## config.mk

```make
export PLATFORM = sky130hd
export DESIGN_NAME = mac_lane_pipe
export DESIGN_NICKNAME = d
export VERILOG_FILES = /design/src/rtl/mac_lane_pipe.sv
export SDC_FILE = /design/constraint.sdc
export NUM_CORES = 1
export LEC_CHECK = 0
export CAP_MARGIN = 40
export CORE_MARGIN = 8
export CORE_UTILIZATION = 50
export CTS_CLUSTER_DIAMETER = 40
export DETAILED_ROUTE_END_ITERATION = 7
export MAX_ROUTING_LAYER = met4
export PLACE_DENSITY = 0.74
export SLEW_MARGIN = 20
export SYNTH_ARGS = -nofsm -noshare
export SYNTH_HDL_FRONTEND = slang
export SYNTH_SLANG_ARGS = --single-unit
```

## constraint.sdc

```tcl
create_clock -name clk -period 10.7 [get_ports clk]
set_input_delay 2.14 -clock clk [delete_from_list [all_inputs] [get_ports clk]]
set_output_delay 2.14 -clock clk [all_outputs]
set_load 0.05 [all_outputs]
```

## src/rtl/mac_lane_pipe.sv

```systemverilog
// rtl/mac_lane_pipe.sv - two-stage unsigned MAC slice combining 1..LANES lane products
module mac_lane_pipe #(
    parameter int MIN_WIDTH = 8,
    parameter int LANES     = 4,
    parameter int ACC_WIDTH = MIN_WIDTH * (LANES + 1) + 8
) (
    input  logic                       clk,
    input  logic                       rst,
    input  logic                       in_valid,
    output logic                       in_ready,
    input  logic [LANES*MIN_WIDTH-1:0] A,
    input  logic [MIN_WIDTH-1:0]       B,
    input  logic [1:0]                 mode,
    input  logic                       acc,
    output logic                       out_valid,
    input  logic                       out_ready,
    output logic [ACC_WIDTH-1:0]       C,
    output logic                       ovf
);
    localparam int PW = 2 * MIN_WIDTH;

    logic [PW-1:0]        part_d [LANES];
    logic [PW-1:0]        part_q [LANES];
    logic [1:0]           mode_q;
    logic                 acc_q;
    logic                 s1_valid_q;
    logic                 s1_valid_d;

    logic [ACC_WIDTH-1:0] c_q;
    logic [ACC_WIDTH-1:0] c_d;
    logic                 ovf_q;
    logic                 ovf_d;
    logic                 out_valid_q;
    logic                 out_valid_d;

    logic [ACC_WIDTH-1:0] prod;
    logic [ACC_WIDTH:0]   acc_sum;
    logic                 s2_load_ok;
    logic                 accept;
    logic                 advance;
    int                   k;

    assign s2_load_ok = !out_valid_q || out_ready;
    assign in_ready   = !s1_valid_q || s2_load_ok;
    assign accept     = in_valid && in_ready;
    assign advance    = s1_valid_q && s2_load_ok;

    always_comb begin
        for (int i = 0; i < LANES; i++) begin
            part_d[i] = {{MIN_WIDTH{1'b0}}, A[i*MIN_WIDTH +: MIN_WIDTH]} * {{MIN_WIDTH{1'b0}}, B};
        end
    end

    assign s1_valid_d = accept || (s1_valid_q && !advance);

    always_ff @(posedge clk or negedge rst) begin
        if (!rst) begin
            for (int i = 0; i < LANES; i++) begin
                part_q[i] <= '0;
            end
            mode_q     <= '0;
            acc_q      <= 1'b0;
            s1_valid_q <= 1'b0;
        end else begin
            s1_valid_q <= s1_valid_d;
            if (accept) begin
                for (int i = 0; i < LANES; i++) begin
                    part_q[i] <= part_d[i];
                end
                mode_q <= mode;
                acc_q  <= acc;
            end
        end
    end

    // The top k lanes are used; the lowest of them lands at bit 0.
    always_comb begin
        prod = '0;
        k    = 1 << mode_q;
        if (k <= LANES) begin
            for (int i = 0; i < LANES; i++) begin
                if (i >= LANES - k) begin
                    prod = prod + (ACC_WIDTH'(part_q[i]) << (MIN_WIDTH * (i - LANES + k)));
                end
            end
        end
    end

    always_comb begin
        acc_sum     = {1'b0, c_q} + {1'b0, prod};
        c_d         = c_q;
        ovf_d       = ovf_q;
        out_valid_d = out_valid_q;
        if (advance) begin
            out_valid_d = 1'b1;
            if (acc_q) begin
                c_d   = acc_sum[ACC_WIDTH-1:0];
                ovf_d = ovf_q | acc_sum[ACC_WIDTH];
            end else begin
                c_d   = prod;
                ovf_d = 1'b0;
            end
        end else if (out_valid_q && out_ready) begin
            out_valid_d = 1'b0;
        end
    end

    always_ff @(posedge clk or negedge rst) begin
        if (!rst) begin
            c_q         <= '0;
            ovf_q       <= 1'b0;
            out_valid_q <= 1'b0;
        end else begin
            c_q         <= c_d;
            ovf_q       <= ovf_d;
            out_valid_q <= out_valid_d;
        end
    end

    assign C         = c_q;
    assign ovf       = ovf_q;
    assign out_valid = out_valid_q;

endmodule

```

==> results.py, run 1 <==
metrics = {
    "job": {
        "max_cap_viol_count": 0,
    },
    "place": {
        "gp_congestion": 1.04,
        "numPortBuffers": 97,
        "dp_hpwl_mm": 62.5,
    },
    "worst_setup_path": {
        "critical_path_class": "reg2reg",
        "crit_arrival_ns": 10.56,
        "crit_path_start_kind": "flip-flop",
        "path_common_cell": "buf_4",
        "r2r_slack_ns": 0.48,
        "cp.required_ns": 11.04,
        "crit_fanout": 5,
        "r2r-end": "C[46]",
        "cp_slowest_cell": "dfrtp_2",
        "reg2reg_from": "mode_q[0]",
        "setup.worst_path.end_class": "flip-flop",
        "reg2reg_depth": 61,
        "slowest_delay_ns": 0.44,
    },
    "sta": {
        "hold_violations": 0,
        "setup_violations": 0,
        "tightest_slew_ns": 0.889,
        "tns_ns": 0,
        "clock.fmax_mhz": 97.9,
        "timing.final.max_slew_violations": 0,
        "slew_headroom_pct": 40.6,
        "period_needed_ns": 10.22,
        "finalClockSkew_ns": 0.0139,
        "min_period_over_period_pct": 95.5,
    },
    "finish": {
        "area_delta_synth_final_pct": 14.8,
        "drive_gt1_share_pct": 11.2,
        "final_core_util_pct": 58.3,
        "nNetsFinal": 4086,
    },
    "synthesis": {
        "synth-simple-area-share_pct": 21.5,
        "synth_edf_count": 0,
        "syn_area_per_cell_sq_um": 7.55,
        "synth_xor_area_share_pct": 6.80,
        "syn_area_sq_mm": 0.0255,
        "synth_fp_nets": 3920,
        "synth_top_flop_cell": "dfrtp_1",
        "yosysSeqAreaShare_pct": 11.6,
        "synth_compound_area_share_pct": 22.3,
        "synth_fa_ha_area_share_pct": 28.6,
        "netlist_instances": 3379,
        "ys_seq_elements": 118,
        "async_flop_share_pct": 100,
        "synthDistinctLibCells": 95,
        "synthMuxAreaShare_pct": 3.24,
        "synth_top_family_by_area": "adder cells",
        "yosysWarnings": 0,
    },
    "floorplan": {
        "die-width_um": 242,
        "start_util_pct": 50.7,
        "die-area_sq_mm": 0.0585,
        "die_h_um": 242,
        "row_count": 82,
        "io_pins": 98,
        "core_sq_mm": 0.0503,
    },
    "detailed_routing": {
        "drt_pass1_iterations": 5,
        "vias_per_cell": 5.84,
        "antenna_left": 0,
        "wl_per_cell_um": 18.3,
        "routed_wl_mm": 77.4,
        "drcViolationCount": 0,
        "initialDrtViolationCount": 1976,
        "vias": 24697,
    },
    "outcome": {
        "status": "complete, no violations",
    },
    "clock_network": {
        "cts-root-buf": "clkbuf_16",
        "insertion_delay_ns": 0.46,
        "cts_tree": "built",
        "clock-sinks": 118,
        "htree_levels": 4,
        "cts_max_path_buffers": 2,
        "holdBufCountCts": 0,
        "cts_buffers": 17,
        "path_clk_slew_ns": 0.05,
    },
    "hold_path": {
        "whs_path_depth": 2,
        "min-delay-start": "part_q[30]",
        "hp-class": "reg2reg",
        "hold_end": "part_q[30]",
    },
    "global_routing": {
        "grt_pass1_vias": 23735,
        "grt_usage_pct": 26.4,
        "grt_pass1_wl_mm": 125,
        "grt.overflow.total": 0,
        "grt_max_degree": 90,
        "antenna_found_initial": 1,
    },
    "pwr": {
        "internal_power_mw": 2.62,
        "p_leak_nw": 14.3,
        "powerDensity_mw_per_mm2": 185,
        "p_sw_mw": 2.81,
        "pwr-share-clk_pct": 11.0,
        "combPwrFrac_pct": 73.0,
        "switching_share_pct": 51.8,
        "vdd_drop_max_uv": 98.2,
        "seqPwrFrac_pct": 16.0,
    },
}
[critical path: cells and delay by family, from the launching register on]
kind,cells,cell delay [ns]
buffers and inverters,8,0.94
adders and majority gates,7,1.90
xor gates and xnor gates,3,0.44
and+or+nand+nor,16,1.80
AOI/OAI and AO/OA,27,4.60
DFF,1,0.44
[worst max-delay path by stage]
stage,slack [ns],endpoint,from,cells past startpoint
floorplan,0.19,C[47],mode_q[0],55
global placement,0.19,C[45],mode_q[0],59
detailed placement,0.02,C[46],mode_q[0],60
CTS,0.001,C[46],mode_q[0],52
global route,-0.14,C[47],mode_q[0],60
finish,0.48,C[46],mode_q[0],61
[cells by family after synthesis]
logic type | count (synthesis)
xor gates and xnor gates | 198
adders and majority gates | 494
and+or+nand+nor | 1181
AOI/OAI and AO/OA | 905
DFF | 118
buffers and inverters | 406
muxes | 77
[cell usage after synthesis, drive strengths merged, types with 8 or more instances]
cell type    n  area, sq um
nand4       34          219
a21o        94          707
or3         13         86.3
nand2b      31          194
and2       155          970
mux2i       36          360
inv        278         1040
o21bai      34          255
a22o        32          280
a21oi      283         1420
ha         346         4330
a211o        8         70.1
o21a        17          128
buf         20         82.6
xnor2      128         1120
o21ai      260         1310
nand2      430         1610
nor2       316         1190
o211ai       9         81.3
a31oi       32          228
dfrtp      118         2950
nor3        50          255
o31ai       27          226
or2         21          131
nor2b       29          181
nor3b        9         72.6
a21boi      17          128
and3        23          144
mux2        41          465
xor2        70          613
clkbuf     107          404
a211oi       9         72.6
nand3       45          225
a31o         8         70.1
a22oi       15          113
fa         148         2960
[stage by stage]
stage	hold WS, ns	cell area [sq um]	total power, mW	setup slack [ns]	std cells
global placement	0.460	28100	4.62	0.187	4182
detailed placement	0.473	28100	4.66	0.0247	4183
finish	0.484	29300	5.43	0.481	4231
floorplan	0.448	25500	3.46	0.186	3379
global route	0.523	29300	5.88	-0.139	4231
CTS	0.489	28700	5.30	0.00106	4215
[per-layer routing]
layer / up-vias / part of all wire (%) / track usage [%]
li1: 12025 / - / -
met4: 0 / 2.9 / 8.57
met1: 11711 / 45 / 34.8
met3: 127 / 6.7 / 3.77
met5: - / 0 / -
met2: 834 / 45 / 41.4
[placed cells by master (no fill, tap or decap), types with 45 or more instances in the layout]
cell / n
a21o_1: 93
a21oi_1: 254
and2_1: 154
buf_4: 175
clkdlybuf4s50_1: 96
dfrtp_1: 115
fa_1: 147
ha_1: 333
inv_1: 275
nand2_1: 425
nand3_1: 45
nor2_1: 311
o21ai_0: 237
xnor2_1: 127
xor2_1: 70
[power by group through the flow]
| stage | Clock (mW) | Combinational [mW] | Sequential [mW] |
|---|---|---|---|
| CTS | 0.609 | 3.84 | 0.850 |
| global route | 0.631 | 4.37 | 0.881 |
| detailed placement | 0 | 3.81 | 0.857 |
| floorplan | 0 | 2.46 | 0.997 |
| finish | 0.599 | 3.96 | 0.867 |
| global placement | 0 | 3.77 | 0.854 |
[timing repair]
| item | 4_1_cts | 5_1_grt |
|---|---|---|
| resized for setup | 1 | 111 |
| setup endpoints to repair | 2 | 19 |
| endpoints found under the hold margin | 0 | 0 |
| buffers inserted | 0 | 12 |
| pin swaps | 0 | 36 |
[final cells by class]
class                           count  area [sq um]
Timing Repair Buffer              274          2360
Tap cell                          672           841
Inverter                          279          1050
Antenna cell                        1          2.50
Fill cell                        4651         21000
Clock buffer                       23           468
Sequential cell                   118          2960
Clock inverter                      9           124
Multi-Input combinational cell   2855         21500
[registers in the layout (all words and copies together) (netlist names)]
name and flops:
acc_q 1, ovf 1, part_q 64, out_valid 1
s1_valid_q 1, mode_q 2, C 48
(Power assumes the default switching activity.)
==> run 2, diff against run 1 <==
- CORE_UTILIZATION: 50 -> 58
- PLACE_DENSITY: 0.74 -> 0.83
- SLEW_MARGIN: 20 -> 30
==> run 2 against run 1 <==
  * Fmax increased by 0.38%
  * Total power increased by 2.2%
  * Register-to-register slack improved by 0.04 ns
  * First-iteration DRC count increased by 22%
  * Largest power group unchanged
  * Core utilization increased by 8.9 points
  * Die area decreased by 13%
  * Design area increased by 0.53%
  * Sequential power decreased by 0.8%
  * Critical path depth decreased by 4
  * Worst hold slack got worse by 0.0026 ns
  * Critical endpoint is now C[45]
  * Clock-buffer cell count decreased by 1
==> results.py, run 2 (synthesized netlist as in run 1, its figures left out) <==
metrics = {
    "finish": {
        "largest-register": "part_q",
        "drive_gt1_share_pct": 12.0,
        "fillers": 3637,
        "area_delta_synth_final_pct": 15.4,
        "final_cells": 4192,
        "insertedDiodeCount": 0,
        "multiInputGateArea_sq_mm": 0.0214,
        "final_cell_mix": "nand2_1, ha_1, nor2_1, inv_1, a21oi_1",
        "nNetsFinal": 4128,
        "largest_register_ffs": 64,
        "regArea_sq_mm": 0.00296,
        "final_common_cell": "nand2_1",
    },
    "pwr": {
        "powerDensity_mw_per_mm2": 188,
        "vdd_drop_max_uv": 134,
        "total_power_mw": 5.55,
        "p_leak_nw": 14.5,
    },
    "global_routing": {
        "grt_pass1_wl_mm": 127,
        "grt_pass1_vias": 24472,
        "grt.overflow.total": 0,
        "antenna_found_initial": 1,
        "grt_usage_pct": 31.6,
        "grt_max_degree": 84,
    },
    "sta": {
        "clock.fmax_mhz": 98.2,
        "min_period_over_period_pct": 95.1,
        "fin_ws_ns": 0.520,
        "tightest_slew_ns": 0.859,
        "period_needed_ns": 10.18,
        "fin_hold_ws_ns": 0.481,
        "hold_violations": 0,
        "finalClockSkew_ns": 0.0231,
        "timing.final.max_slew_violations": 0,
        "slew_headroom_pct": 42.5,
        "setup_violations": 0,
    },
    "detailed_routing": {
        "routed_wl_mm": 79.1,
        "vias": 25417,
        "drt_pass1_iterations": 6,
        "wl_per_cell_um": 18.9,
        "initialDrtViolationCount": 2403,
        "vias_per_cell": 6.06,
        "drcViolationCount": 0,
        "antenna_left": 0,
    },
    "floorplan": {
        "die-area_sq_mm": 0.0509,
        "die-width_um": 226,
        "start_util_pct": 58.2,
        "io_pins": 98,
        "die_h_um": 226,
        "core_sq_mm": 0.0438,
        "row_count": 77,
    },
    "clock_network": {
        "cts_buffers": 17,
        "holdBufCountCts": 0,
        "path_clk_slew_ns": 0.06,
        "clock-sinks": 118,
        "insertion_delay_ns": 0.47,
        "cts_max_path_buffers": 2,
        "htree_levels": 4,
        "cts-root-buf": "clkbuf_16",
        "cts_tree": "built",
    },
    "hold_path": {
        "hold_end": "part_q[27]",
        "min-delay-start": "part_q[27]",
        "whs_path_depth": 2,
        "hp-class": "reg2reg",
    },
    "worst_setup_path": {
        "setup.worst_path.end_class": "flip-flop",
        "r2r-end": "C[45]",
        "crit_fanout": 6,
        "crit_arrival_ns": 10.53,
        "reg2reg_from": "mode_q[0]",
        "critical_path_class": "reg2reg",
        "r2r_slack_ns": 0.52,
        "reg2reg_depth": 57,
        "crit_path_start_kind": "flip-flop",
        "cp_slowest_cell": "or3b_2",
        "slowest_delay_ns": 0.47,
        "cp.required_ns": 11.05,
    },
    "outcome": {
        "status": "complete, no violations",
    },
    "job": {
        "max_cap_viol_count": 0,
    },
    "place": {
        "numPortBuffers": 97,
        "gp_congestion": 1.06,
        "dp_hpwl_mm": 63.3,
        "dp_slack_ns": -0.115,
        "place_inst": 4137,
    },
}
-- run 2: how the worst max path moves through the flow --
stage | startpoint | to | slack, ns
after detailed placement | mode_q[1] | C[45] | -0.12
final | mode_q[0] | C[45] | 0.52
after floorplan | mode_q[0] | C[47] | 0.19
after global placement | mode_q[0] | C[45] | 0.003
after global routing | mode_q[0] | C[47] | -0.04
after CTS | mode_q[0] | C[45] | 0.006
-- run 2: cell type report --
cell class | count | share of cell area, %
clock inverters | 10 | 0.408
multi-input cells | 2855 | 72.8
inverters | 279 | 3.56
repair buffers | 316 | 9.03
clock buffers | 22 | 1.61
well taps | 592 | 2.52
flip-flops and latches | 118 | 10.0
-- run 2: timing repair --
action                     CTS  global route
gates resized for setup      5           101
setup buffers                0            18
pin swaps                    1            49
setup endpoints to repair    3            23
cloned                       0             0
-- run 2: where the power goes --
part / internal, mW / switching [mW] / total [mW]
registers: 0.621 / 0.239 / 0.860
clock network: 0.361 / 0.229 / 0.590
logic: 1.70 / 2.40 / 4.10
total: 2.68 / 2.87 / 5.55
-- run 2: stage by stage --
stage | instance area, sq um | TNS [ns] | util [%]
2_1_floorplan | 25500 | 0 | -
3_3_place_gp | 28200 | 0 | 64.4
3_5_place_dp | 28300 | -0.223 | 64.5
4_1_cts | 28900 | 0 | 65.9
5_1_grt | 29400 | -0.150 | 67.2
6_report | 29400 | 0 | 67.2
-- run 2: worst max-delay path: cells and delay by family, from the launching register on --
family / cells / cell delay [ns]
AO/OA/AOI/OAI: 29 / 4.73
flip-flops: 1 / 0.44
XOR/XNOR: 3 / 0.51
multiplexers: 1 / 0.11
buffers and inverters: 6 / 0.64
AND/OR/NAND/NOR: 11 / 1.67
adder cells (fa/ha/maj): 7 / 1.95
-- run 2: routing by layer --
metal	part of all wire (%)	track usage [%]
met1	43	40.6
met2	46	50.7
met3	7.2	3.83
met4	3.8	11.9
met5	0	-
==> run 3, diff against run 2 <==
- CORE_UTILIZATION: 58 -> 65
- PLACE_DENSITY: 0.83 -> 0.88
- clock period: 10.7 -> 10.3 ns (I/O delays scaled with it)
==> run 3 against run 2 <==
  * Combinational power increased by 15%
  * Sequential share of layout area decreased by 0.64 points
  * Worst hold slack improved by 0.0048 ns
  * Worst setup slack got worse by 0.47 ns
  * Via count increased by 8.4%
  * Clock power increased by 7.1%
  * Fmax decreased by 0.72%
  * Cell count increased by 2.4%
  * Sequential cell count unchanged
  * Design area increased by 6.8%
  * Critical path depth increased by 4
==> results.py, run 3 (synthesized netlist as in run 1, its figures left out) <==
metrics = {
    "finish": {
        "largest-register": "part_q",
        "final_cell_mix": "nand2_1, buf_4, ha_1, nor2_1, inv_1",
        "largest_register_ffs": 64,
        "final_common_cell": "nand2_1",
        "area_delta_synth_final_pct": 23.2,
        "drive_gt1_share_pct": 18.7,
        "nNetsFinal": 4303,
        "final_cell_area_sq_mm": 0.0314,
    },
    "place": {
        "numPortBuffers": 97,
        "placed_cell_area_sq_mm": 0.0292,
        "dp_hpwl_mm": 68.8,
        "gp_congestion": 1.19,
    },
    "sta": {
        "tightest_slew_ns": 0.828,
        "slew_headroom_pct": 44.8,
        "clock.fmax_mhz": 97.5,
        "hold_violations": 0,
        "finalClockSkew_ns": 0.0232,
        "min_period_over_period_pct": 99.6,
        "tns_ns": 0,
        "period_needed_ns": 10.25,
        "setup_violations": 0,
        "timing.final.max_slew_violations": 0,
        "rsz0062_at_grt": "yes",
    },
    "detailed_routing": {
        "vias_per_cell": 6.42,
        "antenna_left": 0,
        "routed_wl_mm": 90.2,
        "drcViolationCount": 0,
        "wl_per_cell_um": 21.0,
        "initialDrtViolationCount": 3067,
        "drt_pass1_iterations": 5,
        "vias": 27555,
    },
    "job": {
        "max_cap_viol_count": 0,
    },
    "clock_network": {
        "cts_max_path_buffers": 2,
        "path_clk_slew_ns": 0.07,
        "insertion_delay_ns": 0.47,
        "htree_levels": 4,
        "cts_tree": "built",
        "cts-root-buf": "clkbuf_16",
        "holdBufCountCts": 0,
        "cts_buffers": 17,
        "clock-sinks": 118,
    },
    "worst_setup_path": {
        "cp.required_ns": 10.61,
        "path_common_cell": "buf_4",
        "reg2reg_from": "mode_q[1]",
        "setup.worst_path.end_class": "flip-flop",
        "crit_fanout": 6,
        "cp_slowest_cell": "o41ai_4",
        "crit_start": "mode_q[1]",
        "crit_arrival_ns": 10.57,
        "critical_path_class": "reg2reg",
        "slowest_delay_ns": 0.47,
        "crit_path_start_kind": "flip-flop",
    },
    "global_routing": {
        "grt_max_degree": 102,
        "grt_pass1_vias": 27174,
        "grt_usage_pct": 37.8,
        "met3_usage_pct": 6.01,
        "use_met1_pct": 46.3,
        "antenna_found_initial": 1,
        "grt_pass1_wl_mm": 139,
        "grt_util_met2_pct": 61.6,
        "grt-busiest-layer": "met2",
        "grt.overflow.total": 0,
    },
    "floorplan": {
        "start_util_pct": 65.9,
        "die-width_um": 214,
        "die_h_um": 214,
        "die-area_sq_mm": 0.0458,
        "io_pins": 98,
        "core_sq_mm": 0.0387,
        "row_count": 72,
    },
    "pwr": {
        "powerDensity_mw_per_mm2": 200,
        "vdd_drop_max_uv": 132,
        "p_leak_nw": 15.5,
    },
    "outcome": {
        "status": "complete, no violations",
    },
    "hold_path": {
        "min-delay-start": "part_q[20]",
        "hp-class": "reg2reg",
    },
}
-- run 3: cell types whose count changed in the layout (fill, tap and decap cells not counted), sizes merged --
| cell | delta |
|---|---|
| buf | +178 |
| clkbuf | -1 |
| clkdlybuf4s50 | -2 |
| clkinvlp | +2 |
| diode | +1 |
| inv | -2 |
-- run 3: through the flow --
stage                     hold WS (ns)  util [%]  instances  power (mW)  setup slack, ns
final                            0.486      81.1       4294        6.27           0.0456
after global placement           0.464      75.4       4202        4.97           -0.143
after CTS                        0.494      77.6       4249        5.90           0.0139
after global routing             0.502      81.1       4294        6.65           -0.278
after floorplan                  0.448         -       3379        3.60           0.0227
after detailed placement         0.480      75.4       4202        5.14           -0.471
-- run 3: power by group --
group | switching, mW | total [mW] | internal [mW]
combinational | 2.75 | 4.73 | 1.98
clock | 0.250 | 0.632 | 0.382
sequential | 0.269 | 0.913 | 0.644
-- run 3: worst paths after layout --
kind,end,slack [ns],cells after the start
setup / recovery,C[31],0.05,61
hold / removal,part_q[20],0.49,2
setup reg to reg,C[31],0.05,61
hold reg to reg,part_q[20],0.49,2
max in group asynchronous,part_q[5],7.82,3
min in group asynchronous,mode_q[0],1.53,1
-- run 3: layout make-up --
type	instances	area, sq um
inverters	279	1060
diodes	1	2.50
well taps	518	648
multi-input cells	2855	22100
clock buffers	22	484
clock inverters	10	120
repair buffers	491	4040
flip-flops and latches	118	2960
fillers	2536	7300
-- run 3: repair_timing --
action | 4_1_cts | 5_1_grt
pin swaps | 23 | 123
buffers inserted | 15 | 40
endpoints found under the setup margin | 11 | 22
resized for setup | 40 | 214
-- run 3: per-layer routing --
metal,up-vias,wire [um]
met1,13142,34800
met2,1581,41900
met5,-,0
li1,12467,-
met3,365,8700
met4,0,4780
-- run 3: critical path: cells and delay by family (launching register included) --
family | cells | cell delay, ns
AO/OA/AOI/OAI | 17 | 2.85
buffers and inverters | 18 | 2.26
AND/OR/NAND/NOR | 14 | 1.85
adder cells (fa/ha/maj) | 7 | 1.77
XOR/XNOR | 4 | 0.76
flip-flops | 1 | 0.46
multiplexers | 1 | 0.14
